### config.mk
export PLATFORM = sky130hd
export DESIGN_NAME = menu_button_conditioner
export DESIGN_NICKNAME = d
export VERILOG_FILES = /design/src/rtl/menu_button_conditioner_pkg.sv /design/src/rtl/menu_button_conditioner_pb.sv /design/src/rtl/menu_button_conditioner.sv
export SDC_FILE = /design/constraint.sdc
export NUM_CORES = 1
export LEC_CHECK = 0
export ABC_CLOCK_PERIOD_IN_PS = 3000
export CORE_MARGIN = 8
export CORE_UTILIZATION = 57
export DETAILED_ROUTE_END_ITERATION = 12
export DONT_BUFFER_PORTS = 1
export PLACE_DENSITY = 0.72
export SKIP_CTS_REPAIR_TIMING = 1
export SLEW_MARGIN = 20
export SYNTH_ARGS = -nofsm -noshare
export SYNTH_HDL_FRONTEND = slang
export SYNTH_SLANG_ARGS = --single-unit
### constraint.sdc
create_clock -name clk -period 3 [get_ports clk]
set_input_delay 0.3 -clock clk [delete_from_list [all_inputs] [get_ports clk]]
set_output_delay 0.3 -clock clk [all_outputs]
set_load 0.03 [all_outputs]
### src/rtl/menu_button_conditioner_pkg.sv
// Shared button indices, issue priority and repeat mask for the menu button front end.
package menu_button_conditioner_pkg;

  localparam int NUM_BTN    = 5;
  localparam int IDX_ARRIBA = 0;
  localparam int IDX_ABAJO  = 1;
  localparam int IDX_IZQ    = 2;
  localparam int IDX_DER    = 3;
  localparam int IDX_ELIGE  = 4;

  // Arrows auto-repeat; select never does.
  localparam logic [NUM_BTN-1:0] REPEAT_MASK = 5'b01111;

  // Highest priority first.
  localparam int PRIO_ORDER [NUM_BTN] = '{IDX_ELIGE, IDX_ARRIBA, IDX_ABAJO, IDX_IZQ, IDX_DER};

  typedef enum logic {ARB_IDLE, ARB_GAP} arb_state_e;

  // One-hot grant of the highest-priority requester; walks lowest to highest so the last hit wins.
  function automatic logic [NUM_BTN-1:0] prio_pick(input logic [NUM_BTN-1:0] req);
    logic [NUM_BTN-1:0] g;
    g = '0;
    for (int i = NUM_BTN-1; i >= 0; i--) begin
      if (req[PRIO_ORDER[i]]) begin
        g = '0;
        g[PRIO_ORDER[i]] = 1'b1;
      end
    end
    return g;
  endfunction

endpackage

### src/rtl/menu_button_conditioner_pb.sv
// Per-button conditioner: 2-flop sync, stability-count debounce, press edge and optional auto-repeat.
module menu_pb_debounce #(
  parameter int DEBOUNCE_CYCLES = 1_000_000,
  parameter int REPEAT_DELAY    = 50_000_000,
  parameter int REPEAT_RATE     = 15_000_000,
  parameter int CNT_W           = 27,
  parameter bit REPEAT_EN       = 1'b1
) (
  input  logic clk,
  input  logic reset,
  input  logic btn_i,
  output logic event_o
);

  localparam logic [CNT_W-1:0] DB_LAST   = CNT_W'(DEBOUNCE_CYCLES - 1);
  localparam logic [CNT_W-1:0] DLY_LAST  = CNT_W'(REPEAT_DELAY - 1);
  localparam logic [CNT_W-1:0] RATE_LAST = CNT_W'(REPEAT_RATE - 1);

  logic [1:0]       sync_q;
  logic             deb_q, deb_d;
  logic [CNT_W-1:0] cnt_q, cnt_d;
  logic [CNT_W-1:0] rpt_cnt_q, rpt_cnt_d;
  logic             rpt_act_q, rpt_act_d;
  logic             rpt_first_q, rpt_first_d;
  logic             press, fire;

  always_comb begin
    deb_d       = deb_q;
    cnt_d       = '0;
    rpt_cnt_d   = rpt_cnt_q;
    rpt_act_d   = rpt_act_q;
    rpt_first_d = rpt_first_q;
    fire        = 1'b0;
    if (sync_q[1] != deb_q) begin
      if (cnt_q == DB_LAST) deb_d = sync_q[1];
      else                  cnt_d = cnt_q + 1'b1;
    end
    press = deb_d & ~deb_q;
    if (REPEAT_EN) begin
      // Timer is anchored to the event itself, so issue delay never skews the schedule.
      if (press) begin
        rpt_act_d   = 1'b1;
        rpt_first_d = 1'b1;
        rpt_cnt_d   = '0;
      end else if (!deb_d) begin
        rpt_act_d = 1'b0;
        rpt_cnt_d = '0;
      end else if (rpt_act_q) begin
        if (rpt_cnt_q == (rpt_first_q ? DLY_LAST : RATE_LAST)) begin
          fire        = 1'b1;
          rpt_first_d = 1'b0;
          rpt_cnt_d   = '0;
        end else begin
          rpt_cnt_d = rpt_cnt_q + 1'b1;
        end
      end
    end
    event_o = press | fire;
  end

  always_ff @(posedge clk or negedge reset) begin
    if (!reset) begin
      sync_q      <= '0;
      deb_q       <= 1'b0;
      cnt_q       <= '0;
      rpt_cnt_q   <= '0;
      rpt_act_q   <= 1'b0;
      rpt_first_q <= 1'b0;
    end else begin
      sync_q      <= {sync_q[0], btn_i};
      deb_q       <= deb_d;
      cnt_q       <= cnt_d;
      rpt_cnt_q   <= rpt_cnt_d;
      rpt_act_q   <= rpt_act_d;
      rpt_first_q <= rpt_first_d;
    end
  end

endmodule

### src/rtl/menu_button_conditioner.sv
// Five conditioned buttons feeding pending flags and an IDLE/GAP arbiter that serialises output pulses.
module menu_button_conditioner
  import menu_button_conditioner_pkg::*;
#(
  parameter int DEBOUNCE_CYCLES = 1_000_000,
  parameter int REPEAT_DELAY    = 50_000_000,
  parameter int REPEAT_RATE     = 15_000_000,
  parameter int MIN_GAP         = 4,
  parameter int CNT_W           = 27
) (
  input  logic clk,
  input  logic reset,
  input  logic boton_arriba_in,
  input  logic boton_abajo_in,
  input  logic boton_izq_in,
  input  logic boton_der_in,
  input  logic boton_elige_in,
  output logic boton_arriba_out,
  output logic boton_abajo_out,
  output logic boton_izq_out,
  output logic boton_der_out,
  output logic boton_elige_out
);

  localparam int               GAP_W    = (MIN_GAP > 2) ? $clog2(MIN_GAP) : 1;
  localparam logic [GAP_W-1:0] GAP_LAST = GAP_W'(MIN_GAP - 2);

  logic [NUM_BTN-1:0] raw, ev;
  logic [NUM_BTN-1:0] pend_q, pend_d, out_q, out_d, grant;
  logic [GAP_W-1:0]   gap_q, gap_d;
  arb_state_e         state_q, state_d;

  assign raw[IDX_ARRIBA] = boton_arriba_in;
  assign raw[IDX_ABAJO]  = boton_abajo_in;
  assign raw[IDX_IZQ]    = boton_izq_in;
  assign raw[IDX_DER]    = boton_der_in;
  assign raw[IDX_ELIGE]  = boton_elige_in;

  for (genvar g = 0; g < NUM_BTN; g++) begin : g_btn
    menu_pb_debounce #(
      .DEBOUNCE_CYCLES(DEBOUNCE_CYCLES),
      .REPEAT_DELAY   (REPEAT_DELAY),
      .REPEAT_RATE    (REPEAT_RATE),
      .CNT_W          (CNT_W),
      .REPEAT_EN      (REPEAT_MASK[g])
    ) u_pb (
      .clk    (clk),
      .reset  (reset),
      .btn_i  (raw[g]),
      .event_o(ev[g])
    );
  end

  always_comb begin
    state_d = state_q;
    gap_d   = gap_q;
    out_d   = '0;
    grant   = prio_pick(pend_q);
    case (state_q)
      ARB_IDLE: if (|pend_q) begin
        out_d   = grant;
        state_d = ARB_GAP;
        gap_d   = '0;
      end
      ARB_GAP: begin
        if (gap_q == GAP_LAST) state_d = ARB_IDLE;
        else                   gap_d   = gap_q + 1'b1;
      end
      default: state_d = ARB_IDLE;
    endcase
    // A new event arriving as its flag is issued re-arms the flag rather than being lost.
    pend_d = (pend_q & ~out_d) | ev;
  end

  always_ff @(posedge clk or negedge reset) begin
    if (!reset) begin
      state_q <= ARB_IDLE;
      gap_q   <= '0;
      pend_q  <= '0;
      out_q   <= '0;
    end else begin
      state_q <= state_d;
      gap_q   <= gap_d;
      pend_q  <= pend_d;
      out_q   <= out_d;
    end
  end

  assign boton_arriba_out = out_q[IDX_ARRIBA];
  assign boton_abajo_out  = out_q[IDX_ABAJO];
  assign boton_izq_out    = out_q[IDX_IZQ];
  assign boton_der_out    = out_q[IDX_DER];
  assign boton_elige_out  = out_q[IDX_ELIGE];

endmodule

==> results summary, run 1 <==
For this run, asynchronously set or reset flops after synthesis account for 100%. The simple-gate share of the synthesized area is 29.5%. The fraction of layout instances using a drive strength above 1 came out at 6.17%. Among all cell types in the netlist, the one instantiated most often is sky130_fd_sc_hd__dfrtp_1. The initial antenna violation count was 0. In the synthesized netlist the dominant register cell turns out to be sky130_fd_sc_hd__dfrtp_1.

The max-slew violation count is 0. The number of core rows came out at 57. In this run the number of H-tree levels came out at 1. The die is 174 um tall.

The flop and latch count out of synthesis came out at 279. The total negative slack for setup checks came out at 0 ps. The post-synthesis average cell area came out at 9.32 sq um.

The final reports fail on negative hold slack. Wires add up to 28200 um. After detailed routing, the number of vias per cell comes to 5.74. The estimated wirelength of the detail-placed design is 18200 um. The gate count after technology mapping came out at 1520. After floorplanning, the core was sized to cover 24400 sq um. Across the run, the number of max-cap violations was 0. The cell type with the largest total area after synthesis is sky130_fd_sc_hd__dfrtp_1. The combined area of all synthesized cells is 14200 sq um. The number of filler cells placed in the layout came out at 2051. The setup violation total in the final timing report came out at 0. The overall die area came out at 30200 sq um. Counting every net in the synthesized netlist gives 1537. The final route contains 10800 vias. The number of sinks handled by clock tree synthesis came out at 279. The worst slack on hold paths came out at -564 ps. By startpoint and endpoint, the worst setup path is classified as reg2reg.

The multiplexer area fraction after synthesis is 0.662%. The proportion of netlist area held by the largest area contributor came out at 49.3%. The critical path arrival came out at 3200 ps.

The total met2 wirelength after detailed routing came out at 13100 um. The number of warnings issued by yosys came out at 0. The sequential-to-total area share from yosys stat is 49.3%.

The required time reported for the critical path endpoint is 3450 ps. The residual overflow from global routing is 0. The cell at the root of the clock tree is sky130_fd_sc_hd__clkbuf_16. The count of unresolved DRC violations after routing came out at 0. The shortest period the worst path allows came out at 2760 ps. The initial cell density of the core came out at 58.1%. The number of iterations in the first detailed-routing pass is 5.

The count of routing violations after the opening detailed-route iteration came out at 706. The worst setup path is captured at a flip-flop. Of the total synthesized cell area, the portion taken by XOR and XNOR cells is 11.9%. The top-level port count came out at 12.

The kind of launch point of the worst setup path is a flip-flop. Counting flops with a built-in enable in the synthesized netlist gives 0. The clock transition at the registers of the reported paths is 60 ps. The worst path meets setup with 243 ps of slack. The number of antenna diodes in the final layout is 0. Of all nets on the critical path, the largest fanout is 18. The number of nets in the final layout came out at 1548.

Sorting the synthesized cells by area gives the leading types as sky130_fd_sc_hd__dfrtp_1 49%, sky130_fd_sc_hd__xor2_1 7.5%, sky130_fd_sc_hd__nor2_1 6.8%. In the final routed layout, each cell accounts on average for 15.0 um. The worst voltage drop across the vdd grid is 732 uV. The largest net degree at the start of global routing is 280. The CTS tree is built. The path type of the worst min-delay path is in2async.

Compared with the post-synthesis result, the final layout area differs by 11.0%. The highest metal layer with signal wires is met4. The die boundary width is 174 um. Prior to clock tree synthesis, the placed netlist has a worst setup slack of 234 ps. The detailed router put a total of 13500 um of wire on met1. The first global-routing pass estimated 50500 um of wire. The count of antenna-violating nets left after detailed routing is 0. The final cycle utilization of the critical path is 91.9%. Setup repair after global routing left no endpoint under its margin. The deepest clock path buffer count came out at 3. The number of global-route vias before repair is 10700. The global-route usage over all layers is 19.1%. Headroom to the max-slew limit came out at 46.5%.

The count of final hold-check violations is 279. The worst-case clock skew is 21.4 ps. The leakage power came out at 0.00649 uW. By count the netlist is led by 279 x sky130_fd_sc_hd__dfrtp_1, 258 x sky130_fd_sc_hd__nor2_1, 134 x sky130_fd_sc_hd__nand2_1, 121 x sky130_fd_sc_hd__xor2_1, 104 x sky130_fd_sc_hd__nand3_1. For this run, the top clock speed supported by timing is 363 MHz. The synthesized-area fraction occupied by adder cells is 0.883%. The clock latency reported for the late side of the worst-skew pair came out at 570 ps. After synthesis, the netlist uses 63 different library cells. The placer's final routability congestion estimate is 0.846. The run finished, with violations left. The wire length on met3 came out at 922 um. The count of buffers from port buffering came out at 0.

The power per cell area is 507 nW/um^2. For the worst flop-to-flop path, the logic depth is 6. The transition at the pin with the smallest max-transition slack is 802 ps. Summing the areas of all compound-gate instances in the mapped netlist gives 5.71% of the synthesized area.

By area, the combinational part of the netlist is dominated by simple AND/OR/NAND/NOR gates. The number of buffers created by CTS came out at 31.
worst max-delay path, cell delays in order, from the launching register on:
cell and delay (ps):
sky130_fd_sc_hd__dfrtp_1 400, sky130_fd_sc_hd__or4b_1 520, sky130_fd_sc_hd__or4_4 530, sky130_fd_sc_hd__o31a_1 520, sky130_fd_sc_hd__nor4_1 430, sky130_fd_sc_hd__xnor2_1 180, sky130_fd_sc_hd__nor2_2 40
logic make-up after synthesis:
family,count (synthesis)
simple gates,829
flops,279
xor+xnor,192
compound gates,127
buf+inv,74
fa+ha+maj,10
mux,9
state kept, by name, summed over array words and instances (netlist names):
| name | flops |
|---|---|
| g_btn.u_pb.rpt_cnt_q | 108 |
| g_btn.u_pb.cnt_q | 135 |
| state_q | 1 |
| out_q | 5 |
| g_btn.u_pb.deb_q | 5 |
| g_btn.u_pb.sync_q | 10 |
| g_btn.u_pb.rpt_act_q | 4 |
| gap_q | 2 |
| g_btn.u_pb.rpt_first_q | 4 |
| pend_q | 5 |
area by class of cell:
class                      count  area [sq um]  area share, %
sequential                   279          6980           44.4
multi-input combinational   1167          6890           43.8
clock buffer                  47           916           5.82
tap                          324           405           2.58
timing repair buffer          26           220           1.40
clock inverter                11           214           1.36
inverter                      26          97.6          0.620
per-stage QoR:
step | util, % | hold WS, ps | cells | power, uW | cell area, sq um
after floorplan | - | 4.41 | 1520 | 3930 | 14200
after global placement | 59.6 | 17.4 | 1817 | 3940 | 14500
after detailed placement | 59.6 | 19.4 | 1817 | 3940 | 14500
after CTS | 64.3 | -590 | 1875 | 8070 | 15700
after global routing | 64.5 | -596 | 1880 | 8230 | 15700
final | 64.5 | -564 | 1880 | 7970 | 15700
worst paths after layout:
check                                             start                          end  slack [ps]
worst min register to register  g_btn[2].u_pb.sync_q[0]      g_btn[2].u_pb.sync_q[1]         350
worst max register to register  g_btn[0].u_pb.cnt_q[22]  g_btn[0].u_pb.rpt_cnt_q[26]         240
worst min-delay path                              reset   g_btn[2].u_pb.rpt_cnt_q[9]        -560
min in group clk                         boton_elige_in      g_btn[4].u_pb.sync_q[0]         280
max in group asynchronous                         reset  g_btn[0].u_pb.rpt_cnt_q[16]        3090
worst max-delay path            g_btn[0].u_pb.cnt_q[22]  g_btn[0].u_pb.rpt_cnt_q[26]         240
layout by cell type (no fill, tap or decap), drive strengths merged, types with 31 or more instances in the layout:
cell type,count
nor2,260
nor4,32
clkbuf,47
and3,51
nand4,73
nor3,46
nand3,104
a21oi,31
xnor2,71
xor2,121
o21ai,37
nand2,134
dfrtp,279
per-layer routing:
metal / global-route usage [%] / vias up
met4: 4.99 / 0
met2: 30.7 / 139
met3: 3.03 / 43
met5: 0 / -
li1: - / 5351
met1: 26.6 / 5257
power by group:
part           total (uW)  switching [uW]  internal [uW]
logic                71.6            44.7           26.9
registers            3810            22.2           3790
clock network        4090            1550           2550
total                7970            1610           6360
Power figures use the tool's default switching activity.
==> run 2: changes to the inputs <==
--- a/config.mk
+++ b/config.mk
@@ -7,10 +7,11 @@
 export LEC_CHECK = 0
 export ABC_CLOCK_PERIOD_IN_PS = 3000
 export CORE_MARGIN = 8
-export CORE_UTILIZATION = 57
+export CORE_UTILIZATION = 60
 export DETAILED_ROUTE_END_ITERATION = 12
 export DONT_BUFFER_PORTS = 1
-export PLACE_DENSITY = 0.72
+export PLACE_DENSITY = 0.76
+export REMOVE_ABC_BUFFERS = 1
 export SKIP_CTS_REPAIR_TIMING = 1
 export SLEW_MARGIN = 20
 export SYNTH_ARGS = -nofsm -noshare
==> run 2 against run 1 <==
- the run still ends with negative hold slack left
- clock-buffer cell count fell by 10
- cell count fell by 0.69%
- routed wire length up 0.72%
- non-clock buffer count unchanged
- sequential share of layout area rose by 0.33 points
- cell area fell by 0.75%
- first-iteration DRC count increased by 26%
- critical endpoint unchanged
==> results summary, run 2 (synthesis results as in run 1) <==
The flow ran to the end, but the final reports show violations. The final reports fail on negative hold slack. The placer's final routability congestion estimate came to 0.896 (+6.0%). The antenna diode instance count is 0 (unchanged).

The number of nets in the final layout came out at 1546 (-0.13%). The cell area after layout was 15600 sq um (-0.75%). The number of buffers created by CTS is 29 (-6.5%).

The internal portion of total power is 6150 uW (-3.3%). The switching fraction of total power is 19.7% (-0.49 points). The deepest clock path buffer count came to 3 (unchanged).

The total placed instance area is 14500 sq um (about the same). The worst voltage drop across the vdd grid is 420 uV (-43%). The critical path arrival came out at 3250 ps (+50 ps). The largest registers in the layout are g_btn.u_pb.cnt_q x135, g_btn.u_pb.rpt_cnt_q x108, g_btn.u_pb.sync_q x10.

The count of final hold-check violations came out at 279 (unchanged). The number of global-route vias before repair was 10600 (-0.41%). The overall power is 7660 uW (-3.9%). The clock transition at the registers of the reported paths is 60 ps (about the same). The part of the total power dissipated in combinational logic is 0.9% (about the same). The count of buffers from port buffering came out at 0 (unchanged). The number of filler cells placed in the layout is 1827 (-11%). The worst slack on hold paths came to -540 ps (+24.2 ps). The clock latency reported for the late side of the worst-skew pair came to 540 ps (-30 ps). The power spent charging and discharging nets came out at 1510 uW (-6.2%).

The share of power burned in the clock network is 49.3% (-2.0 points). The top-level port count is 12 (unchanged). The setup violation total in the final timing report is 0 (unchanged).

The final cycle utilization of the critical path came out at 94.6% (+2.7 points). The fraction of layout instances using a drive strength above 1 came out at 6.14% (-0.033 points). The area used by multi-input combinational logic came out at 6900 sq um (about the same).

The total negative slack for setup checks came out at 0 ps (unchanged). The overall die area is 28800 sq um (-4.5%). The count of routing violations after the opening detailed-route iteration came out at 891 (+26%). The cell sitting at the root of the clock tree is a sky130_fd_sc_hd__clkbuf_16. g_btn.u_pb.cnt_q holds more flip-flops than any other register. The power per cell area came out at 491 nW/um^2 (-3.2%).

The initial antenna violation count is 0 (unchanged). The initial cell density of the core is 60.7% (+2.6 points). The non-filler instance count after layout is 1867 (-0.69%). The largest net degree at the start of global routing came out at 280 (unchanged). The via density per instance came out at 5.82 (+1.5%). The maximum operating frequency is 352 MHz (-2.9%). The instance count after placement with tap cells included is 1812 (-0.28%).

The transition at the pin with the smallest max-transition slack came out at 706 ps (-96.0 ps). The global-route wire length before repair is 49500 um (-2.0%). The global-route usage over all layers came to 20.0% (+0.93 points). The classification of the worst setup path is reg2reg. The worst setup path is launched from a flip-flop. The worst-case clock skew is 9.88 ps (-11.5 ps). Leaving out fill and tap cells, the most frequent cell in the layout is sky130_fd_sc_hd__dfrtp_1. The fraction of power consumed by sequential logic was 49.8% (+2.0 points).

The routed wire length per instance came out at 15.2 um (+1.4%). The number of iterations in the first detailed-routing pass came out at 5 (unchanged). The count of unresolved DRC violations after routing is 0 (unchanged). The residual overflow from global routing is 0 (unchanged). STA classifies the critical path endpoint as a flip-flop.

The shortest period the worst path allows is 2840 ps (+81.2 ps). The max-capacitance violation count came out at 0 (unchanged). TritonCTS built the clock tree. The required time reported for the critical path endpoint came out at 3420 ps (-30 ps). The area of all sequential standard cells came out at 6980 sq um (unchanged). The number of flip-flops under the largest register name is 135 (unchanged). The worst relative slew slack came out at 52.9% (+6.4 points).

The die boundary width is 170 um (-2.3%). The count of antenna-violating nets left after detailed routing came out at 0 (unchanged). The wire length reported by the detailed router is 28400 um (+0.72%).

The library cells used most frequently in the layout, excluding fill and tap cells, are 279 x sky130_fd_sc_hd__dfrtp_1, 258 x sky130_fd_sc_hd__nor2_1, 134 x sky130_fd_sc_hd__nand2_1, 121 x sky130_fd_sc_hd__xor2_1, 104 x sky130_fd_sc_hd__nand3_1. The core region area is 23300 sq um (-4.3%). In this run the worst hold path is classified as in2async. The number of sinks handled by clock tree synthesis is 279 (unchanged). The maximum level of the CTS H-tree came out at 1 (unchanged). The estimated wirelength of the detail-placed design is 18300 um (+0.71%). The biggest fanout along the worst timing path came to 18 (unchanged). The vertical die dimension is 170 um (-2.3%).

The leakage power came out at 0.00645 uW (-0.67%). The vias after detailed routing came out at 10900 (+0.77%). The number of core rows came out at 56 (-1.8%). Setup repair after global routing left no endpoint under its margin.

The max-slew violation count came out at 0 (unchanged). Relative to the synthesized area, the layout overhead comes to 10.1%.
## run 2: cell type report
type	count	area share, %
well taps	319	2.56
clock buffers	37	5.23
inverters	26	0.625
flip-flops and latches	279	44.7
multi-input cells	1167	44.2
clock inverters	13	1.27
repair buffers	26	1.41
## run 2: final timing paths
| path | startpoint | end | slack [ps] | depth (start not counted) |
|---|---|---|---|---|
| worst max-delay path | g_btn[0].u_pb.cnt_q[22] | g_btn[0].u_pb.rpt_cnt_q[26] | 160 | 6 |
| worst min-delay path | reset | g_btn[2].u_pb.rpt_cnt_q[24] | -540 | 0 |
| worst max register to register | g_btn[0].u_pb.cnt_q[22] | g_btn[0].u_pb.rpt_cnt_q[26] | 160 | 6 |
| worst min register to register | g_btn[0].u_pb.sync_q[0] | g_btn[0].u_pb.sync_q[1] | 350 | 0 |
| max in group asynchronous | reset | g_btn[0].u_pb.cnt_q[25] | 3080 | 0 |
| min in group clk | boton_izq_in | g_btn[2].u_pb.sync_q[0] | 310 | 1 |
## run 2: worst max-delay path: stages, from the launching register on
cell,delay [ps]
sky130_fd_sc_hd__dfrtp_1,410
sky130_fd_sc_hd__or4b_1,560
sky130_fd_sc_hd__or4_4,530
sky130_fd_sc_hd__o31a_1,530
sky130_fd_sc_hd__nor4_1,460
sky130_fd_sc_hd__xnor2_1,190
sky130_fd_sc_hd__nor2_2,40
## run 2: power by group through the flow
stage	Combinational, uW	Clock [uW]	Sequential (uW)
6_report	71.9	3780	3810
5_1_grt	83.4	4010	3810
4_1_cts	67.7	3860	3810
3_5_place_dp	66.8	0	3880
3_3_place_gp	65.3	0	3880
2_1_floorplan	48.3	0	3870
## run 2: per-stage QoR
stage               utilization [%]  worst slack, ps
floorplan                         -              319
global placement               62.3              289
detailed placement             62.3              185
CTS                            66.7              168
global route                   66.9             76.1
finish                         66.9              162
## run 2: metal layers
metal | GRT usage (%) | vias to the layer above | wire, um
met5 | 0 | - | 0
met4 | 5.69 | 0 | 579
met3 | 2.49 | 42 | 842
met2 | 33.6 | 166 | 13700
met1 | 27.0 | 5340 | 13300
li1 | - | 5325 | -
==> run 3: changes to the inputs <==
--- a/config.mk
+++ b/config.mk
@@ -5,15 +5,17 @@
 export SDC_FILE = /design/constraint.sdc
 export NUM_CORES = 1
 export LEC_CHECK = 0
-export ABC_CLOCK_PERIOD_IN_PS = 3000
+export ABC_CLOCK_PERIOD_IN_PS = 2600
 export CORE_MARGIN = 8
-export CORE_UTILIZATION = 60
+export CORE_UTILIZATION = 58
 export DETAILED_ROUTE_END_ITERATION = 12
 export DONT_BUFFER_PORTS = 1
+export GPL_ROUTABILITY_DRIVEN = 0
 export PLACE_DENSITY = 0.76
 export REMOVE_ABC_BUFFERS = 1
 export SKIP_CTS_REPAIR_TIMING = 1
 export SLEW_MARGIN = 20
 export SYNTH_ARGS = -nofsm -noshare
 export SYNTH_HDL_FRONTEND = slang
+export SYNTH_HIERARCHICAL = 1
 export SYNTH_SLANG_ARGS = --single-unit
==> constraint.sdc (replaced) <==
create_clock -name clk -period 2.6 [get_ports clk]
set_input_delay 0.26 -clock clk [delete_from_list [all_inputs] [get_ports clk]]
set_output_delay 0.26 -clock clk [all_outputs]
set_load 0.03 [all_outputs]
==> run 3 against run 2 <==
- the run still ends with negative hold slack left
- first-iteration DRC count up 27%
- setup slack improved by 47 ps
- sequential power up 15%
- critical endpoint is now g_btn[0].u_pb/rpt_cnt_q[7]
- highest routed layer unchanged
==> results summary, run 3 <==
The commonest cells after synthesis are 279 x sky130_fd_sc_hd__dfrtp_1, 186 x sky130_fd_sc_hd__nor2_1, 128 x sky130_fd_sc_hd__nand2_1, 109 x sky130_fd_sc_hd__nor3_1, 92 x sky130_fd_sc_hd__xnor2_1. The wire length reported by the detailed router was 33200 um (+17%). The delay contributed by the slowest stage of the critical path came to 530 ps (-30 ps). The routed wire length per instance is 16.6 um (+9.3%).

The number of flops mapped to enable cells by yosys is 0 (unchanged). The number of buffers created by CTS is 30 (+3.4%). The biggest fanout along the worst timing path is 17 (-1). The global-route usage over all layers came out at 21.0% (+1.0 points). The count of routing violations after the opening detailed-route iteration is 1136 (+27%).

The worst relative slew slack came out at 53.3% (+0.38 points). The count of antenna-violating nets left after detailed routing is 0 (unchanged). The simple-gate share of the synthesized area was 29.4% (-0.060 points). The count of unresolved DRC violations after routing is 0 (unchanged). The setup slack of the most critical reg-to-reg path came to 210 ps (+50 ps). For this run, the leading register cell type out of synthesis is sky130_fd_sc_hd__dfrtp_1. The clock latency reported for the late side of the worst-skew pair is 560 ps (+20 ps).

The cell type with the largest total area after synthesis is sky130_fd_sc_hd__dfrtp_1. The core region area is 26000 sq um (+11%). The fraction of power consumed by sequential logic is 48.0% (-1.8 points). The number of sinks handled by clock tree synthesis is 279 (unchanged). The endpoint identified for the worst register-to-register timing path is g_btn[0].u_pb/rpt_cnt_q[7]. The worst slack on hold paths came out at -605 ps (-65.3 ps). In this run the worst hold path is classified as in2async. The cell sitting at the root of the clock tree is a sky130_fd_sc_hd__clkbuf_16.

The library cell used most frequently in the layout, excluding fill and tap cells, is sky130_fd_sc_hd__dfrtp_1. The top-level port count came to 12 (unchanged). STA classifies the critical path startpoint as a flip-flop.

The initial antenna violation count came out at 0 (unchanged). The count of final hold-check violations was 279 (unchanged). The internal portion of total power came out at 7330 uW (+19%).

The number of core rows was 59 (+5.4%). The largest registers in the layout are g_btn.u_pb/cnt_q x135, g_btn.u_pb/rpt_cnt_q x108, g_btn.u_pb/sync_q x10. The power spent charging and discharging nets came to 1830 uW (+21%).

The checks that failed: negative hold slack. The count of buffers from port buffering was 0 (unchanged). The via density per instance came out at 6.29 (+8.0%). The parity-gate share of the synthesized area counting xor and xnor cells came out at 6.91% (-5.0 points).

The max-slew violation count is 0 (unchanged). STA classifies the critical path endpoint as a flip-flop. The clock transition at the registers of the reported paths was 60 ps (about the same). The share of power burned in the clock network came to 51.1% (+1.8 points).

The number of global-route vias before repair is 12100 (+14%). By instance count, the leading cell after synthesis is sky130_fd_sc_hd__dfrtp_1. The fraction of layout instances using a drive strength above 1 came to 7.46% (+1.3 points). Setup repair after global routing left no endpoint under its margin. The global-route wire length before repair came out at 57700 um (+17%). The maximum operating frequency came out at 418 MHz (+19%). The run finished, with violations left. The proportion of netlist area held by the largest area contributor is 45.5% (-3.7 points). The logic depth of the worst register-to-register path came out at 6 (unchanged). The combined area of all synthesized cells is 15300 sq um (+8.2%). The transition at the pin with the smallest max-transition slack came out at 698 ps (-8.33 ps). The residual overflow from global routing is 0 (unchanged). By area, the combinational part of the netlist is dominated by simple AND/OR/NAND/NOR gates. The count of distinct cell types in the synthesized netlist came out at 64 (+1.6%). The synthesized-area fraction occupied by adder cells came out at 0.816% (-0.067 points). The overall power came to 9160 uW (+20%). The number of filler cells placed in the layout is 2135 (+17%). The post-route worst setup slack came to 208 ps (+46.5 ps). The final cycle utilization of the critical path was 92.0% (-2.6 points). The switching fraction of total power is 20.0% (+0.24 points). The number of warnings issued by yosys was 6 (+6). The maximum level of the CTS H-tree came out at 1 (unchanged). The synthesized-area fraction occupied by ao, oa, aoi and oai cells is 13.3% (+7.6 points). The max-capacitance violation count came out at 0 (unchanged). The slowest stage of the critical path belongs to the cell sky130_fd_sc_hd__or4b_1. The flop and latch count out of synthesis is 279 (unchanged). The multiplexer area fraction after synthesis came to 0.628% (-0.034 points). The leakage power is 0.00657 uW (+1.9%).

The overall die area is 31900 sq um (+11%). The pre-CTS setup slack came to 233 ps (+47.8 ps). The critical path goes through or4b_1 -> o22a_1 -> o41ai_4 -> buf_4 -> nor3_1 -> a211o_1.

The deepest clock path buffer count is 3 (unchanged). The number of nets in the final layout came to 1656 (+7.1%). The post-synthesis async set-or-reset flop share was 100% (unchanged).

The vertical die dimension is 179 um (+5.2%). The setup violation total in the final timing report is 0 (unchanged). The initial cell density of the core is 59.0% (-1.7 points). The largest net degree at the start of global routing came out at 280 (unchanged).

The worst-case clock skew is 14.9 ps (+4.98 ps). The power per cell area came out at 544 nW/um^2 (+11%). The post-synthesis average cell area came out at 9.31 sq um (-0.16%). The die boundary width came out at 179 um (+5.2%). The antenna diode instance count is 0 (unchanged). The worst voltage drop across the vdd grid came out at 869 uV (+110%). The critical path arrival came to 2840 ps (-410 ps). The gate count after technology mapping came to 1647 (+8.4%). The number of iterations in the first detailed-routing pass came out at 5 (unchanged). In this run the critical register-to-register path is launched from g_btn[0].u_pb/rpt_cnt_q[17]. The vias after detailed routing was 12600 (+15%). TritonCTS built the clock tree. The estimated wirelength of the detail-placed design came out at 21400 um (+17%). In the layout the commonest cells are 279 x sky130_fd_sc_hd__dfrtp_1, 186 x sky130_fd_sc_hd__nor2_1, 128 x sky130_fd_sc_hd__nand2_1, 109 x sky130_fd_sc_hd__nor3_1, 92 x sky130_fd_sc_hd__xnor2_1. The sequential-to-total area share from yosys stat is 45.5% (-3.7 points).

By area the synthesized netlist is led by sky130_fd_sc_hd__dfrtp_1 46%, sky130_fd_sc_hd__xnor2_1 5.3%, sky130_fd_sc_hd__nor2_1 4.6%. The shortest period the worst path allows is 2390 ps (-447 ps). The part of the total power dissipated in combinational logic came out at 0.9% (about the same). The classification of the worst setup path is reg2reg. The number of flip-flops under the largest register name is 135 (unchanged).

Counting flops per register, the top entry is g_btn.u_pb/cnt_q. The layout-stage area growth over the synthesis result is 9.82%. The required time reported for the critical path endpoint came out at 3040 ps (-380 ps).
[run 3: cell count changes in the layout (fill, tap and decap cells not counted), moves of 23 or more]
cell and delta:
sky130_fd_sc_hd__and3_1 -29, sky130_fd_sc_hd__nand3_1 -25, sky130_fd_sc_hd__inv_1 +26, sky130_fd_sc_hd__nor3_1 +63, sky130_fd_sc_hd__a211oi_1 +23, sky130_fd_sc_hd__xor2_1 -92, sky130_fd_sc_hd__nor2_1 -72
[run 3: power by group through the flow]
stage | registers [uW] | logic, uW | clock network [uW]
2_1_floorplan | 4470 | 58.0 | 0
3_3_place_gp | 4470 | 79.0 | 0
3_5_place_dp | 4480 | 79.9 | 0
4_1_cts | 4400 | 81.0 | 4770
5_1_grt | 4400 | 97.9 | 4940
6_report | 4400 | 85.3 | 4680
[run 3: worst max-delay path by stage]
| stage | startpoint | end | slack, ps | cells after the start |
|---|---|---|---|---|
| floorplan | g_btn[0].u_pb/cnt_q[0] | g_btn[0].u_pb/rpt_cnt_q[19] | -390 | 6 |
| global placement | g_btn[2].u_pb/rpt_cnt_q[20] | g_btn[2].u_pb/rpt_cnt_q[4] | 290 | 5 |
| detailed placement | g_btn[2].u_pb/rpt_cnt_q[20] | g_btn[2].u_pb/rpt_cnt_q[19] | 230 | 5 |
| CTS | g_btn[0].u_pb/rpt_cnt_q[17] | g_btn[0].u_pb/rpt_cnt_q[7] | 220 | 6 |
| global route | g_btn[0].u_pb/rpt_cnt_q[17] | g_btn[0].u_pb/rpt_cnt_q[7] | 70 | 6 |
| finish | g_btn[0].u_pb/rpt_cnt_q[17] | g_btn[0].u_pb/rpt_cnt_q[7] | 210 | 6 |
[run 3: kinds of logic after synthesis]
logic type | Yosys count
multiplexers | 9
flip-flops | 279
buffers and inverters | 126
AND/OR/NAND/NOR | 836
XOR/XNOR | 121
adder cells (fa/ha/maj) | 10
AO/OA/AOI/OAI | 266
[run 3: worst max-delay path: cells and delay by family (launching register included)]
kind | cells | cell delay (ps)
buffers and inverters | 1 | 290
AND/OR/NAND/NOR | 2 | 600
flip-flops | 1 | 440
AO/OA/AOI/OAI | 3 | 950
[run 3: area by class of cell]
type	count	area [sq um]	area share [%]
multi-input cells	1242	7850	46.6
flip-flops and latches	279	6980	41.5
clock buffers	40	870	5.16
well taps	335	419	2.49
repair buffers	34	293	1.74
clock inverters	15	233	1.38
inverters	52	195	1.16
[run 3: through the flow]
step	util (%)	TNS (ps)	cell area, sq um	cells
after detailed placement	60.4	0	15700	1937
after global routing	64.8	0	16800	1997
final	64.8	0	16800	1997
after CTS	64.6	0	16800	1992
after floorplan	-	-12980	15000	1573
after global placement	60.4	0	15700	1937
[run 3: layer usage]
| metal | share of wire (%) | track usage, % | vias up |
|---|---|---|---|
| li1 | - | - | 6072 |
| met1 | 46 | 29.4 | 6146 |
| met3 | 4.4 | 2.60 | 48 |
| met5 | 0 | 0 | - |
| met4 | 1.7 | 5.48 | 0 |
| met2 | 48 | 34.2 | 292 |
